[config.mk]
export PLATFORM = sky130hd
export DESIGN_NAME = reg_file_64
export DESIGN_NICKNAME = d
export VERILOG_FILES = /design/src/rtl/reg_file_64.sv
export SDC_FILE = /design/constraint.sdc
export NUM_CORES = 2
export LEC_CHECK = 0
export BUFFER_PORTS_ARGS = -buffer_cell sky130_fd_sc_hd__buf_2
export CORE_MARGIN = 2
export CORE_UTILIZATION = 30
export DETAILED_ROUTE_END_ITERATION = 6
export SETUP_SLACK_MARGIN = 0.2
export SLEW_MARGIN = 20
export SYNTH_ARGS = -nofsm -noshare
export SYNTH_HDL_FRONTEND = slang
export SYNTH_SLANG_ARGS = --single-unit
[constraint.sdc]
create_clock -name clk -period 4.8 [get_ports clk]
set_input_delay 0.96 -clock clk [delete_from_list [all_inputs] [get_ports clk]]
set_output_delay 0.96 -clock clk [all_outputs]
set_load 0.01 [all_outputs]
[src/rtl/reg_file_64.sv]
// reg_file_64: 32 x 64-bit RISC-V integer register file with 2R/1W ports
// and a per-register busy scoreboard for RAW hazard stalls.
// Ports: clk, rst_n (async, active-low); rs1/rs2 addr -> data/busy reads;
// issue_valid/issue_rd mark a pending producer; wb_valid/wb_rd/wb_data
// write back; stall = rs1_busy | rs2_busy | (issue_valid & busy[issue_rd]).
// Optional macro WRITE_BYPASS_EN: same-cycle writeback forwards to reads
// and masks rsN_busy for the register being written.
module reg_file_64 #(
    parameter int XLEN = 64,
    parameter int NREG = 32,
    localparam int AW = $clog2(NREG)
) (
    input  logic            clk,
    input  logic            rst_n,
    input  logic [AW-1:0]   rs1_addr,
    input  logic [AW-1:0]   rs2_addr,
    output logic [XLEN-1:0] rs1_data,
    output logic [XLEN-1:0] rs2_data,
    input  logic            issue_valid,
    input  logic [AW-1:0]   issue_rd,
    input  logic            wb_valid,
    input  logic [AW-1:0]   wb_rd,
    input  logic [XLEN-1:0] wb_data,
    output logic            rs1_busy,
    output logic            rs2_busy,
    output logic            stall
);

    logic [XLEN-1:0] r_regs [NREG];
    logic [NREG-1:0] r_busy;

    logic [XLEN-1:0] w_rs1_data;
    logic [XLEN-1:0] w_rs2_data;
    logic            w_rs1_busy;
    logic            w_rs2_busy;
    logic            w_stall;
    logic            w_wb_en;
    logic            w_issue_en;
    logic [NREG-1:0] w_busy_nxt;

    assign w_wb_en = wb_valid && (wb_rd != '0);

    always_comb begin
        w_rs1_data = (rs1_addr == '0) ? '0 : r_regs[rs1_addr];
        w_rs2_data = (rs2_addr == '0) ? '0 : r_regs[rs2_addr];
        w_rs1_busy = r_busy[rs1_addr];
        w_rs2_busy = r_busy[rs2_addr];
`ifdef WRITE_BYPASS_EN
        if (w_wb_en && (wb_rd == rs1_addr)) begin
            w_rs1_data = wb_data;
        end
        if (w_wb_en && (wb_rd == rs2_addr)) begin
            w_rs2_data = wb_data;
        end
        // The value arrives this cycle, so the consumer need not wait.
        if (wb_valid && (wb_rd == rs1_addr)) begin
            w_rs1_busy = 1'b0;
        end
        if (wb_valid && (wb_rd == rs2_addr)) begin
            w_rs2_busy = 1'b0;
        end
`endif
    end

    assign w_stall = w_rs1_busy || w_rs2_busy ||
                     (issue_valid && r_busy[issue_rd]);

    assign w_issue_en = issue_valid && (issue_rd != '0) && !w_stall;

    // Clear first, then set: a newly issued producer outranks the
    // older writeback to the same register.
    always_comb begin
        w_busy_nxt = r_busy;
        if (w_wb_en) begin
            w_busy_nxt[wb_rd] = 1'b0;
        end
        if (w_issue_en) begin
            w_busy_nxt[issue_rd] = 1'b1;
        end
    end

    always_ff @(posedge clk or negedge rst_n) begin
        if (!rst_n) begin
            for (int i = 0; i < NREG; i++) begin
                r_regs[i] <= '0;
            end
            r_busy <= '0;
        end else begin
            if (w_wb_en) begin
                r_regs[wb_rd] <= wb_data;
            end
            r_busy <= {w_busy_nxt[NREG-1:1], 1'b0};
        end
    end

    assign rs1_data = w_rs1_data;
    assign rs2_data = w_rs2_data;
    assign rs1_busy = w_rs1_busy;
    assign rs2_busy = w_rs2_busy;
    assign stall    = w_stall;

endmodule

==> Yosys cells after proc, flatten, opt, wreduce, memory -nomap -nowiden <==
Index checks and enable logic that the tools add are counted.
{ "word_totals": {"regBits": 2079, "latch_bits": 0, "ramBits": 0, "rom_bits": 0, "in_bits": 88, "word_cells": 86, "mem_count": 0} }
{ "op_classes": {"add_sub_neg": 0, "n_mul": 0, "div": 0, "magnitude_cmp": 10, "n_eq_ne": 0, "n_shift": 0, "mux": 23, "n_bitwise": 6, "reduce_logical": 14} }
{ "op_table": {"columns": ["cell", "n"], "rows": [
  ["bitwise mux 2048 bit", 1],
  ["binary-select mux 64 bit (select 5 bit)", 2],
  ["2-to-1 mux 64 bit", 7],
  ["demux 64 bit (select 5 bit)", 1],
  ["2-to-1 mux 32 bit", 2],
  ["AND 32 bit", 1],
  ["NOT 32 bit", 1],
  ["bitwise OR 32 bit", 1],
  ["< comparator 5 x 6 -> 1 bit (second input constant)", 4],
  ["greater-or-equal comparator 6 bit (second input constant)", 3],
  ["NOT 5 -> 6 bit", 3],
  ["binary-select mux 1 bit (select 5 bit)", 3],
  ["demux 1 bit (select 5 bit)", 2],
  ["greater-or-equal comparator 5 x 1 -> 1 bit (second input constant)", 2],
  ["logical NOT 5 bit", 2],
  ["nonzero test 5 bit", 2],
  ["logical AND 1 bit", 7],
  ["< comparator 6 x 1 -> 1 bit (second input constant)", 1],
  ["2-to-1 mux 1 bit", 5],
  ["logical OR 1 bit", 2],
  ["logical NOT 1 bit", 1]
]} }

==> Logic depth before layout (Yosys ltp) <==
{ "logic_depth": {"ltp_word": 9, "depth_mapped": 11} }

==> Worst setup path before layout <==
OpenSTA, ideal clock, no wires.
{ "synth_path": {"path_type": "input -> output", "from": "input rs1_addr[0]", "to": "output rs1_data[10]", "arrival_ns": 2.822, "slack_ns": 1.018, "path_stages": 7, "n_path_buf": 3, "path_cell_list": "buf_6 > clkbuf_1 > buf_2 > mux4_2 > mux4_2 > mux2i_1 > nor2_1"} }
{ "synth_via": {"elab_chain_len": 5} }
{ "synth_lines": {"columns": ["element", "line_no", "text"], "rows": [
  ["from (decl)", "15", "input logic [AW-1:0] rs1_addr,"],
  ["NOT 5 -> 6 bit (not written as such)", "44", "w_rs1_data = (rs1_addr == '0) ? '0 : r_regs[rs1_addr];"],
  ["binary-select mux 64 bit (select 5 bit)", "44", null],
  ["2-to-1 mux 64 bit (not written as such) (2 in series)", "44", null],
  ["2-to-1 mux 64 bit (*)", "44", null],
  ["to (decl)", "17", "output logic [XLEN-1:0] rs1_data,"]
]} }
Mark *: on every way between the ends. The rest lies on a longest branch, timed or not. The select of a mux whose other input is x is not followed.

==> Worst setup path after layout <==
{ "layout_path": {"from": "input rs1_addr[0]", "to": "output rs1_data[17]"} }
Same word-level chain as after synthesis.

==> flow_summary.toml <==
[min_path]
worstHoldPathType = "in -> async"

[pwr]
power_density_mw_per_mm2 = 413
power.leakage_nw = 53.5
irDropWorstVdd_mv = 0.291

[clock_tree]
postCtsSetupBuffers = 0
htreeDepth = 4
cts_tree = "built"
post_cts_resized = 1
clkLatencyLatePin_ns = 0.91
clk_pin_slew_ns = 0.06
cts-buffers-inserted = 218
ctsRootBufferMaster = "clkbuf_16"
ctsHoldBuffers = 0
cts_buffer_depth = 4
clkSinkCount = 2079

[routing]
drtIter0Drc = 6396
drt_pass1_iterations = 6
drc = 0
antenna_left = 0
routed_wirelength_um = 364000
detailroute.via_count = 69000
routed_via_density = 5.72
post_drt_wl_per_cell_um = 30.2

[synth]
synth-async-reset-ratio_pct = 100
synth_nets = 7202
yosysTopAreaCellShare_pct = 47.1
synth_ff_type = "dfrtp_1"
syn_area_mm2 = 0.110
synth_seq_area_share_pct = 47.1
synth.distinct_cells = 48
ys_warn_count = 0
synth.ff_latch_count = 2079
synth.avg_cell_area_um2 = 15.5
syn_inst = 7114
synth-edff-count = 0
synthTopCellsByArea = "dfrtp_1, mux4_2, mux2_2, mux2i_1, clkbuf_1"
yosysTopAreaCell = "dfrtp_1"

[finish]
layout-drive-gt1-share_pct = 55.9
fin_area_mm2 = 0.126
multi_input_area_mm2 = 0.0549
syn2layout_area_growth_pct = 14.2
nets = 7157
seqCellArea_mm2 = 0.0520
num-fill-cells = 34400

[floorplan]
coreArea_mm2 = 0.366
start_util_pct = 30.2
die-area_mm2 = 0.373
die_w_um = 611
die_y_um = 611
pin_count = 219
row_count = 222

[placement]
gp_congestion = 0.814
dpl.hpwl_um = 211000
place_area_mm2 = 0.119
numPortBuffers = 218

[timing]
finalSetupTns_ns = 0
slew_headroom_pct = 22.4
maxSlewViolCount = 0
hold_slack_ns = 0.0893
skew_ns = 0.0688
finalHoldViolCount = 0
tightest_slew_ns = 1.16
fin_crit_ns = 4.48
setup_viol = 0
min_period_over_period_pct = 93.4
rsz0062_at_grt = "no"
fmax_ghz = 0.223

[setup_path]
r2r-start = "r_busy[24]"
worstPathMaxFanout = 25
r2r_cells = 7
worstSetupEndpointType = "output pin"
r2r_slack_ns = 2.28
startpoint_type = "input port"
worst-setup-path-type = "in -> out"
cp_data_arrival_time_ns = 3.52
cp.required_ns = 3.84
r2r_end = "r_busy[3]"

[global_routing]
grt_overflow = 0
antenna_found_initial = 35
grt_usage_pct = 19.3
grt_pass1_wl_um = 532000
grt_max_degree = 144
first_global_vias = 73500

[run_status]
status = "finished, final reports clean"

[run]
maxCapViolations = 0
stage by stage:
stage / setup slack, ns / total power, mW / utilization (%) / cells
after floorplan: 1.02 / 30.9 / - / 7114
after detailed placement: 0.0956 / 34.7 / 32.5 / 11700
after global routing: 0.285 / 54.4 / 34.5 / 12100
after CTS: 0.239 / 52.5 / 34.5 / 12000
after global placement: 0.0735 / 34.1 / 32.5 / 11700
final: 0.319 / 52.1 / 34.5 / 12100
report_power, final:
group / switching [mW] / internal, mW / leakage (nW)
registers: 2.47 / 20.9 / 26.7
logic: 4.45 / 6.64 / 23.3
clock network: 7.36 / 10.3 / 3.58
total: 14.3 / 37.8 / 53.5
worst max-delay path, cell delays in order:
cell	delay, ns
buf_12	0.24
buf_12	0.22
buf_12	0.26
buf_12	0.17
mux4_2	0.50
mux4_2	0.47
mux2i_1	0.34
nor2_1	0.09
buf_2	0.19
worst max path at each step:
stage | start | end | slack (ns) | cells after the start
floorplan | rs1_addr[0] | rs1_data[10] | 1.02 | 7
global route | rs1_addr[0] | rs1_data[17] | 0.29 | 9
finish | rs1_addr[0] | rs1_data[17] | 0.32 | 9
global placement | rs1_addr[0] | rs1_data[49] | 0.07 | 8
CTS | rs1_addr[0] | rs1_data[17] | 0.24 | 9
detailed placement | rs1_addr[0] | rs1_data[49] | 0.1 | 8
Yosys cell counts, types with 2 or more instances:
library cell,count
o22ai_1,86
clkbuf_1,556
inv_1,17
nand3_1,30
or2_2,4
nor4_1,5
o21ai_0,25
o21ai_1,18
a211oi_1,10
mux2_2,1988
nor2_1,151
and3_1,2
dfrtp_1,2079
buf_4,31
nand4_1,6
mux2i_1,340
buf_2,213
a21oi_1,124
mux4_2,1090
nand2b_1,12
nor3_1,68
nor2b_1,12
a32oi_1,2
nand2_1,39
or3_1,4
buf_1,35
nor3b_1,4
o221ai_1,130
a2111oi_0,3
clkinv_1,2
buf_6,11
routing by layer:
metal,global-route usage (%),share of wire [%],vias up
met5,0,0.027,-
li1,-,-,27500
met1,24.6,40,38000
met2,32.4,49,2602
met4,8.03,4.5,16
met3,3.31,6.4,841
cells in the final DEF, fill, tap and decap left out, drive strengths merged, types with 2 or more instances in the layout:
cell and instances:
mux4 1090, nand4 6, clkinv 38, buf 581, dfrtp 2079, nor2 152, inv 25, or2 5
nand2 39, o221ai 130, a2111oi 3, mux2 1988, o21ai 43, clkinvlp 11, nor4 6, and3 2
diode 15, o22ai 86, nor3 68, nor3b 4, clkbuf 305, mux2i 340, a21oi 124, bufinv 23
nand2b 12, a32oi 2, nand3 30, or3 4, a211oi 10, nor2b 12
cells by family (layout without fill, tap and decap cells):
kind of cell | count (synthesis) | after routing | share of synthesized area, %
multiplexers | 3418 | 3418 | 45.6
flip-flops | 2079 | 2079 | 47.1
buffers and inverters | 865 | 983 | 3.36
AO/OA/AOI/OAI | 407 | 407 | 2.46
AND/OR/NAND/NOR | 345 | 345 | 1.43
other | 0 | 15 | 0
state kept, by name (all words and copies together), names as in the netlist:
| signal | flops |
|---|---|
| r_regs | 2048 |
| r_busy | 31 |
layout make-up:
| class | count | area share (%) |
|---|---|---|
| Clock inverter | 78 | 0.818 |
| Sequential cell | 2079 | 41.3 |
| Inverter | 19 | 0.0685 |
| Tap cell | 4816 | 4.78 |
| Timing Repair Buffer | 581 | 4.55 |
| Multi-Input combinational cell | 4170 | 43.5 |
| Antenna cell | 15 | 0.0298 |
| Clock buffer | 305 | 4.98 |
(Power assumes the default switching activity.)
